File: src/rtl/bcd_pkg.sv
`default_nettype none
// ============================================================================
//  Module      : bcd_pkg
//  Description : Shared types, constants and digit helpers for the BCD
//                subtractor.
//  Revision    : 1.0 - initial release
// ============================================================================
package bcd_pkg;

    localparam int NDIGITS_DEFAULT = 4;

    localparam logic [3:0] BCD_NINE = 4'd9;

    typedef enum logic [1:0] {
        IDLE = 2'd0,
        SUB  = 2'd1,
        NEG  = 2'd2,
        DONE = 2'd3
    } state_t;

    function automatic logic [3:0] nines_comp(input logic [3:0] d);
        return BCD_NINE - d;
    endfunction

    function automatic logic is_bcd(input logic [3:0] d);
        return (d <= BCD_NINE);
    endfunction

endpackage
`default_nettype wire

File: src/rtl/bcd_subtractor_4digit_seq_if.sv
`default_nettype none
// ============================================================================
//  Module      : bcd_subtractor_4digit_seq_if
//  Description : Start/busy/done handshake and operand/result bundle.
//  Revision    : 1.0 - initial release
// ============================================================================
interface bcd_subtractor_4digit_seq_if #(
    parameter int NDIGITS = 4
);
    logic                   start;
    logic [4*NDIGITS-1:0]   a;
    logic [4*NDIGITS-1:0]   b;
    logic                   busy;
    logic                   done;
    logic [4*NDIGITS-1:0]   diff;
    logic                   neg;
    logic                   invalid;

    modport master (
        output start, a, b,
        input  busy, done, diff, neg, invalid
    );

    modport slave (
        input  start, a, b,
        output busy, done, diff, neg, invalid
    );
endinterface
`default_nettype wire

File: src/rtl/bcd_adder_1digit.sv
`default_nettype none
// ============================================================================
//  Module      : bcd_adder_1digit
//  Description : Single-digit BCD adder, sum = a + b + cin with decimal carry.
//  Revision    : 1.0 - initial release
// ============================================================================
module bcd_adder_1digit (
    input  wire logic [3:0] a,
    input  wire logic [3:0] b,
    input  wire logic       cin,
    output logic      [3:0] sum,
    output logic            cout
);
    logic [4:0] w_bin;

    assign w_bin = {1'b0, a} + {1'b0, b} + {4'b0000, cin};
    assign cout  = (w_bin > 5'd9);
    // Adding 6 modulo 16 is the same as subtracting 10 for sums 10..19.
    assign sum   = cout ? (w_bin[3:0] + 4'd6) : w_bin[3:0];
endmodule
`default_nettype wire

File: src/rtl/bcd_subtractor_4digit_seq.sv
`default_nettype none
// ============================================================================
//  Module      : bcd_subtractor_4digit_seq
//  Description : Digit-serial packed-BCD |a-b| with sign, LSD first, using one
//                shared BCD digit adder (ten's complement, optional re-complement).
//  Revision    : 1.0 - initial release
// ============================================================================
module bcd_subtractor_4digit_seq
    import bcd_pkg::*;
#(
    parameter int NDIGITS = NDIGITS_DEFAULT
) (
    input  wire logic                    clk,
    input  wire logic                    rst,
    bcd_subtractor_4digit_seq_if.slave   bus
);
    localparam int              KW     = (NDIGITS > 1) ? $clog2(NDIGITS) : 1;
    localparam int              W      = 4 * NDIGITS;
    localparam logic [KW-1:0]   c_LAST = KW'(NDIGITS - 1);

    state_t          r_state;
    state_t          w_next;

    logic [W-1:0]    r_a;
    logic [W-1:0]    r_b;
    logic [W-1:0]    r_res;
    logic [W-1:0]    w_res_upd;
    logic [W-1:0]    r_diff;
    logic [KW-1:0]   r_k;
    logic            r_c;
    logic            r_neg;
    logic            r_inv;

    logic [3:0]      w_a_dig;
    logic [3:0]      w_b_dig;
    logic [3:0]      w_r_dig;
    logic [3:0]      w_op_x;
    logic [3:0]      w_op_y;
    logic [3:0]      w_sum;
    logic            w_cout;
    logic            w_last;
    logic            w_in_invalid;

    assign w_last = (r_k == c_LAST);

    // Digit k of each stored word, and the working result with digit k replaced.
    always_comb begin
        w_a_dig   = 4'd0;
        w_b_dig   = 4'd0;
        w_r_dig   = 4'd0;
        w_res_upd = r_res;
        for (int i = 0; i < NDIGITS; i++) begin
            if (r_k == KW'(i)) begin
                w_a_dig              = r_a[4*i +: 4];
                w_b_dig              = r_b[4*i +: 4];
                w_r_dig              = r_res[4*i +: 4];
                w_res_upd[4*i +: 4]  = w_sum;
            end
        end
    end

    always_comb begin
        w_in_invalid = 1'b0;
        for (int i = 0; i < NDIGITS; i++) begin
            if (!is_bcd(bus.a[4*i +: 4]) || !is_bcd(bus.b[4*i +: 4])) begin
                w_in_invalid = 1'b1;
            end
        end
    end

    always_comb begin
        w_op_x = w_a_dig;
        w_op_y = nines_comp(w_b_dig);
        if (r_state == NEG) begin
            w_op_x = nines_comp(w_r_dig);
            w_op_y = 4'd0;
        end
    end

    bcd_adder_1digit u_adder (
        .a    (w_op_x),
        .b    (w_op_y),
        .cin  (r_c),
        .sum  (w_sum),
        .cout (w_cout)
    );

    always_ff @(posedge clk) begin
        if (rst) begin
            r_state <= IDLE;
        end else begin
            r_state <= w_next;
        end
    end

    always_comb begin
        w_next = r_state;
        case (r_state)
            IDLE: begin
                if (bus.start) begin
                    w_next = w_in_invalid ? DONE : SUB;
                end
            end
            SUB: begin
                if (w_last) begin
                    w_next = w_cout ? DONE : NEG;
                end
            end
            NEG: begin
                if (w_last) begin
                    w_next = DONE;
                end
            end
            DONE:    w_next = IDLE;
            default: w_next = IDLE;
        endcase
    end

    always_ff @(posedge clk) begin
        if (rst) begin
            r_a    <= '0;
            r_b    <= '0;
            r_res  <= '0;
            r_k    <= '0;
            r_c    <= 1'b0;
            r_diff <= '0;
            r_neg  <= 1'b0;
            r_inv  <= 1'b0;
        end else begin
            case (r_state)
                IDLE: begin
                    if (bus.start) begin
                        r_a   <= bus.a;
                        r_b   <= bus.b;
                        r_res <= '0;
                        r_k   <= '0;
                        r_c   <= 1'b1;
                        if (w_in_invalid) begin
                            r_diff <= '0;
                            r_neg  <= 1'b0;
                            r_inv  <= 1'b1;
                        end
                    end
                end
                SUB: begin
                    r_res <= w_res_upd;
                    if (w_last) begin
                        if (w_cout) begin
                            r_diff <= w_res_upd;
                            r_neg  <= 1'b0;
                            r_inv  <= 1'b0;
                        end else begin
                            // No carry out means a < b: re-complement in place.
                            r_k <= '0;
                            r_c <= 1'b1;
                        end
                    end else begin
                        r_k <= r_k + KW'(1);
                        r_c <= w_cout;
                    end
                end
                NEG: begin
                    r_res <= w_res_upd;
                    if (w_last) begin
                        r_diff <= w_res_upd;
                        r_neg  <= 1'b1;
                        r_inv  <= 1'b0;
                    end else begin
                        r_k <= r_k + KW'(1);
                        r_c <= w_cout;
                    end
                end
                default: ;
            endcase
        end
    end

    assign bus.busy    = (r_state != IDLE);
    assign bus.done    = (r_state == DONE);
    assign bus.diff    = r_diff;
    assign bus.neg     = r_neg;
    assign bus.invalid = r_inv;

endmodule
`default_nettype wire

File: src/flat_wrapper.sv
// flat-port wrapper written by rule: the top's interface ports become plain ports
module bcd_subtractor_4digit_seq_flat import bcd_pkg::*;
#(
    parameter int NDIGITS = NDIGITS_DEFAULT
)
  (clk, rst, bus_start, bus_a, bus_b, bus_busy, bus_done, bus_diff, bus_neg, bus_invalid);
  bcd_subtractor_4digit_seq_if #(.NDIGITS(NDIGITS)) bus_i ();
  input  wire logic clk;
  input  wire logic rst;
  input wire logic [$bits(bus_i.start)-1:0] bus_start;
  input wire logic [$bits(bus_i.a)-1:0] bus_a;
  input wire logic [$bits(bus_i.b)-1:0] bus_b;
  output wire logic [$bits(bus_i.busy)-1:0] bus_busy;
  output wire logic [$bits(bus_i.done)-1:0] bus_done;
  output wire logic [$bits(bus_i.diff)-1:0] bus_diff;
  output wire logic [$bits(bus_i.neg)-1:0] bus_neg;
  output wire logic [$bits(bus_i.invalid)-1:0] bus_invalid;
  assign bus_i.start = bus_start;
  assign bus_i.a = bus_a;
  assign bus_i.b = bus_b;
  assign bus_busy = bus_i.busy;
  assign bus_done = bus_i.done;
  assign bus_diff = bus_i.diff;
  assign bus_neg = bus_i.neg;
  assign bus_invalid = bus_i.invalid;
  bcd_subtractor_4digit_seq #(.NDIGITS(NDIGITS)) u_core (.clk(clk), .rst(rst), .bus(bus_i));
endmodule
File: config.mk
export PLATFORM = sky130hd
export DESIGN_NAME = bcd_subtractor_4digit_seq_flat
export DESIGN_NICKNAME = d
export VERILOG_FILES = /design/src/rtl/bcd_pkg.sv /design/src/rtl/bcd_subtractor_4digit_seq_if.sv /design/src/rtl/bcd_adder_1digit.sv /design/src/rtl/bcd_subtractor_4digit_seq.sv /design/src/flat_wrapper.sv
export SDC_FILE = /design/constraint.sdc
export NUM_CORES = 1
export LEC_CHECK = 0
export CAP_MARGIN = 20
export CELL_PAD_IN_SITES_DETAIL_PLACEMENT = 1
export CELL_PAD_IN_SITES_GLOBAL_PLACEMENT = 2
export CORE_MARGIN = 2
export CORE_UTILIZATION = 32
export CTS_CLUSTER_DIAMETER = 30
export DETAILED_ROUTE_END_ITERATION = 8
export GPL_TIMING_DRIVEN = 1
export PLACE_DENSITY_LB_ADDON = 0.1
export SLEW_MARGIN = 20
export SYNTH_ARGS = -nofsm -noshare
export SYNTH_HDL_FRONTEND = slang
export SYNTH_SLANG_ARGS = --single-unit
export TNS_END_PERCENT = 20
File: constraint.sdc
create_clock -name clk -period 6.5 [get_ports clk]
set_input_delay 1.3 -clock clk [delete_from_list [all_inputs] [get_ports clk]]
set_output_delay 1.3 -clock clk [all_outputs]
set_load 0.01 [all_outputs]
==> results.toml, run 1 <==
[critical_path]
worstPathRequired_ns = 6.74
crit_path_end_kind = "flip-flop"
start_kind = "flip-flop"
cp.arrival_ns = 5.38
crit_type = "reg -> reg"
path_max_fanout = 27

[logic_synthesis]
synthArstFlopShare_pct = 0
synth_cells = 507
synth.most_common_cell = "nand2_1"
postSynthAreaPerCell_um2 = 7.65
synth.area.top_cells = "dfxtp_1, a21oi_1, nand2_1, ha_1, nor2_1"
synth_area_um2 = 3880
synth_top_area_share_pct = 36.7
netlist_top_cells_count = "nand2_1, a21oi_1, dfxtp_1"
synth_edf_count = 0
yosysWarnings = 0
syn-num-nets = 559
ys_ff_latch = 71
synth_cell_types = 56
yosys.area.top_type = "dfxtp_1"
synth_ff_type = "dfxtp_1"
ys_seq_area_share_pct = 36.7

[cells_and_area]
drive_above_1_share_pct = 7.14
post-route-util_pct = 40.5
antennaDiodeCount = 0
finish.instance_area_um2 = 4820
fin_cells = 693
area_delta_synth_final_pct = 24.4
fin_nets = 593
fillerInstances = 1465

[detailed_routing]
dr.pass1.iters = 4
detail-route-antenna-nets = 0
drt-total-wl_mm = 11.4
wl_per_cell_um = 16.5
vias = 3610
drc = 0
viasPerCell = 5.21
drt_iter0_drc = 116

[sta]
final_max_slew_viol_count = 0
tightest_slew_ns = 0.785
rsz0062_at_grt = "no"
setup_ws_ns = 1.36
fin_skew_ns = 0.00591
fin_crit_sh_pct = 79.1
relSlewSlack_pct = 47.6
hold_viol = 0
final.setup.tns_ns = 0
period_minus_slack_ns = 5.14
maxClockFrequency_mhz = 195
setup_violations = 0
holdWs_ns = 0.454

[run_status]
status = "finished, final reports clean"

[place]
dpl.hpwl_mm = 8.27
io_buffers = 54
post-place-ws_ns = 1.36
place.gp.congestion = 0.798
placed_area_um2 = 4490
placed_cells = 677

[power]
power_switching_share_pct = 46.2
p_per_area_nw_per_um2 = 535
pwr-share-comb_pct = 57.4
vdd_ir_drop_max_mv = 0.192
p_int_mw = 1.39
p_seq_share_pct = 21.5
finalPower_mw = 2.58
p_sw_mw = 1.19
p_clk_share_pct = 21.1
p_leak_nw = 1.73

[global_route]
grt_util_all_layers_pct = 18.6
overflow = 0
first_global_vias = 3591
grt_pass1_wl_mm = 18.6
antenna_found_initial = 0
grt_max_degree = 38

[clock_tree]
clockBufferDepth = 2
cts_setup_buffers = 0
cts_sinks = 71
ctsHtreeMaxLevel = 3
cts_resized = 0
cts-root-buf = "clkbuf_16"
cts_hold_buf = 0
clock_latency_ns = 0.35
cts_buffers = 9
clk_pin_slew_ns = 0.06
cts_tree = "yes"

[die]
placementRows = 40
ios = 55
core-area_um2 = 11900
start_util_pct = 32.6
die_h_um = 114
die_x_um = 114
dieArea_um2 = 13000

[hold_path]
hold_path.class = "reg -> reg"

[job]
cap_violations = 0
## worst max-delay path, cell delays in order (launching register included)
cell and delay, ns:
dfxtp_1 0.32, inv_1 0.10, ha_1 0.66, a21oi_1 0.15, nor2_1 0.11, a21oi_1 0.10
mux4_2 0.53, fa_1 0.47, fa_1 0.42, xor2_1 0.23, ha_1 0.28, nand2_1 0.11
a21boi_1 0.32, a31oi_4 0.15, a2111oi_4 0.35, buf_4 0.36, nor2_2 0.09, a22o_1 0.26
## flip-flops by register name, summed over array words and instances, names as in the netlist
| signal | count |
|---|---|
| u_core.bus.diff | 16 |
| u_core.r_a | 16 |
| u_core.r_b | 16 |
| u_core.r_res | 16 |
| u_core.r_k | 2 |
| u_core.r_state | 2 |
| u_core.bus.invalid | 1 |
| u_core.bus.neg | 1 |
| u_core.r_c | 1 |
## power groups by stage
stage / clock [mW] / combinational (mW) / sequential, mW
floorplan: 0 / 1.09 / 0.560
detailed placement: 0 / 1.48 / 0.567
finish: 0.543 / 1.48 / 0.555
global route: 0.570 / 1.63 / 0.565
CTS: 0.557 / 1.49 / 0.557
global placement: 0 / 1.47 / 0.564
## cell type report
cell class              instances  area [um^2]  share of cell area, %
repair buffers                 61          588                   12.2
clock inverters                 2         35.0                  0.727
flip-flops and latches         71         1420                   29.5
clock buffers                  14          294                   6.10
well taps                     147          184                   3.81
inverters                      13         48.8                   1.01
multi-input cells             385         2250                   46.7
## final timing paths
| path | from | to | slack, ns | depth (start not counted) |
|---|---|---|---|---|
| worst max-delay path | u_core.r_k[1]$_SDFFE_PP0P_ | u_core.bus.diff[6]$_SDFFE_PP0P_ | 1.36 | 17 |
| worst min-delay path | u_core.r_b[0]$_SDFFE_PP0P_ | u_core.r_b[0]$_SDFFE_PP0P_ | 0.45 | 2 |
| worst max register to register | u_core.r_k[1]$_SDFFE_PP0P_ | u_core.bus.diff[6]$_SDFFE_PP0P_ | 1.36 | 17 |
| worst min register to register | u_core.r_b[0]$_SDFFE_PP0P_ | u_core.r_b[0]$_SDFFE_PP0P_ | 0.45 | 2 |
## cells in the final DEF, fill, tap and decap left out, drive strengths merged, types with 7 or more instances in the layout
cell           netlist  routed
buf                  8       8
nand2b               9       9
dfxtp               71      71
o21ai               28      28
inv                 12      12
clkbuf              30      14
mux2i               10      10
ha                  15      15
a211oi               9       9
nand4                8       8
nor2                44      44
a21oi               84      84
clkdlybuf4s50        0      53
nand2              103     103
nand3b               7       7
## cell families after synthesis
logic type	after synthesis	share of synthesized area, %
AO/OA/AOI/OAI	155	24.8
XOR/XNOR	3	0.678
adder cells (fa/ha/maj)	17	5.87
buffers and inverters	51	5.45
flip-flops	71	36.7
multiplexers	13	3.74
AND/OR/NAND/NOR	197	22.8
## metal layers
| metal | track usage [%] | share of wire, % | up-vias |
|---|---|---|---|
| met2 | 32.4 | 49 | 59 |
| met1 | 22.4 | 46 | 1710 |
| li1 | - | - | 1828 |
| met5 | 0 | 0 | - |
| met4 | 6.91 | 1.6 | 0 |
| met3 | 4.29 | 3.3 | 13 |
(Power assumes the default switching activity.)
==> inputs of run 2 (changes only) <==
clock period = 5.15 ns   (was 6.5 ns; I/O delays follow)
==> results.toml, run 2 (synthesized netlist as in run 1, its figures left out) <==
[detailed_routing]
viasPerCell = 5.23
dr.pass1.iters = 4
wl_per_cell_um = 16.7
detail-route-antenna-nets = 0
drt_iter0_drc = 92
drc = 0
vias = 3659
drt-total-wl_mm = 11.7

[critical_path]
worstPathRequired_ns = 5.44
cp_top_family = "adder cells"
cp_num_buf_inv = 3
timing.critical_path.slowest_stage_cell = "mux4_2"
crit_type = "reg -> reg"
worst_path_largest_cell_delay_ns = 0.49
cp.arrival_ns = 5.15
path_max_fanout = 27
start_kind = "flip-flop"
crit_path_end_kind = "flip-flop"
crit_chain = "inv_1 > ha_1 > buf_12 > a21oi_1 > o21ai_0 > mux4_2 > fa_1 > fa_1 > xor2_1 > ha_1 > nand2_1 > a21boi_1 > a31oi_4 > a2111oi_4 > buf_4 > and3_1 > a22o_1"

[sta]
hold_viol = 0
tightest_slew_ns = 0.805
maxClockFrequency_mhz = 206
final_max_slew_viol_count = 0
setup_violations = 0
fin_crit_sh_pct = 94.4
relSlewSlack_pct = 46.3
final.setup.tns_ns = 0
rsz0062_at_grt = "no"
fin_skew_ns = 0.00582
period_minus_slack_ns = 4.86
holdWs_ns = 0.456

[clock_tree]
clock_latency_ns = 0.34
cts_hold_buf = 0
cts_buffers = 9
clockBufferDepth = 2
cts_sinks = 71
cts_tree = "yes"
clk_pin_slew_ns = 0.06
cts-root-buf = "clkbuf_16"
cts_resized = 0
ctsHtreeMaxLevel = 3
cts_setup_buffers = 0

[cells_and_area]
fin_nets = 600
fillerInstances = 1435
final_cell_mix = "nand2_1, a21oi_1, dfxtp_1, clkdlybuf4s50_1, nor2_1"
antennaDiodeCount = 0
final_common_cell = "nand2_1"
post-route-util_pct = 41.2
area_delta_synth_final_pct = 26.4
finish.instance_area_um2 = 4900
drive_above_1_share_pct = 7.79

[die]
start_util_pct = 32.6
die_x_um = 114
dieArea_um2 = 13000
ios = 55
placementRows = 40
core-area_um2 = 11900
die_h_um = 114

[place]
dpl.hpwl_mm = 8.71
placed_area_um2 = 4550
place.gp.congestion = 0.844
io_buffers = 54

[global_route]
grt_busiest_layer = "met2"
grt_util_all_layers_pct = 19.1
met3_usage_pct = 3.23
grt_util_met2_pct = 31.9
gr-usage-met1_pct = 23.6
first_global_vias = 3684
overflow = 0
grt_pass1_wl_mm = 19.2
grt_max_degree = 41
antenna_found_initial = 0

[power]
vdd_ir_drop_max_mv = 0.325
finalPower_mw = 3.34
p_leak_nw = 1.78
p_per_area_nw_per_um2 = 681

[run_status]
status = "finished, final reports clean"

[hold_path]
hold_path.class = "reg -> reg"

[job]
cap_violations = 0
-- run 2: final timing paths --
path | startpoint | endpoint | slack (ns) | depth (start not counted)
setup / recovery | u_core.r_k[1]$_SDFFE_PP0P_ | u_core.bus.diff[6]$_SDFFE_PP0P_ | 0.29 | 17
hold / removal | u_core.r_a[12]$_SDFFE_PP0P_ | u_core.r_a[12]$_SDFFE_PP0P_ | 0.46 | 2
setup reg to reg | u_core.r_k[1]$_SDFFE_PP0P_ | u_core.bus.diff[6]$_SDFFE_PP0P_ | 0.29 | 17
hold reg to reg | u_core.r_a[12]$_SDFFE_PP0P_ | u_core.r_a[12]$_SDFFE_PP0P_ | 0.46 | 2
-- run 2: cell type report --
cell class / count / area, um^2 / area share [%]
Timing Repair Buffer: 68 / 653 / 13.3
Clock inverter: 3 / 90.1 / 1.84
Inverter: 13 / 48.8 / 0.995
Tap cell: 147 / 184 / 3.75
Multi-Input combinational cell: 385 / 2250 / 45.9
Sequential cell: 71 / 1420 / 29.0
Clock buffer: 12 / 256 / 5.23
-- run 2: worst register-to-register path: stages (launching register included) --
cell and delay, ns:
dfxtp_1 0.36, inv_1 0.09, ha_1 0.33, buf_12 0.22
a21oi_1 0.13, o21ai_0 0.08, mux4_2 0.49, fa_1 0.47
fa_1 0.42, xor2_1 0.23, ha_1 0.27, nand2_1 0.11
a21boi_1 0.31, a31oi_4 0.15, a2111oi_4 0.37, buf_4 0.37
and3_1 0.27, a22o_1 0.14
-- run 2: metrics by stage --
| stage | std cells | worst slack, ns |
|---|---|---|
| 2_1_floorplan | 507 | 0.593 |
| 3_3_place_gp | 684 | 0.476 |
| 3_5_place_dp | 684 | 0.278 |
| 4_1_cts | 699 | 0.268 |
| 5_1_grt | 699 | 0.00112 |
| 6_report | 699 | 0.289 |
-- run 2: routing by layer --
metal,wire [um],vias up
li1,-,1852
met1,5280,1722
met2,5710,61
met3,305,24
met4,404,0
met5,0,-
-- run 2: power breakdown --
part | switching [mW] | internal, mW | leakage [nW]
sequential | 0.0618 | 0.644 | 0.578
combinational | 1.21 | 0.687 | 1.03
clock | 0.235 | 0.497 | 0.169
total | 1.51 | 1.83 | 1.78
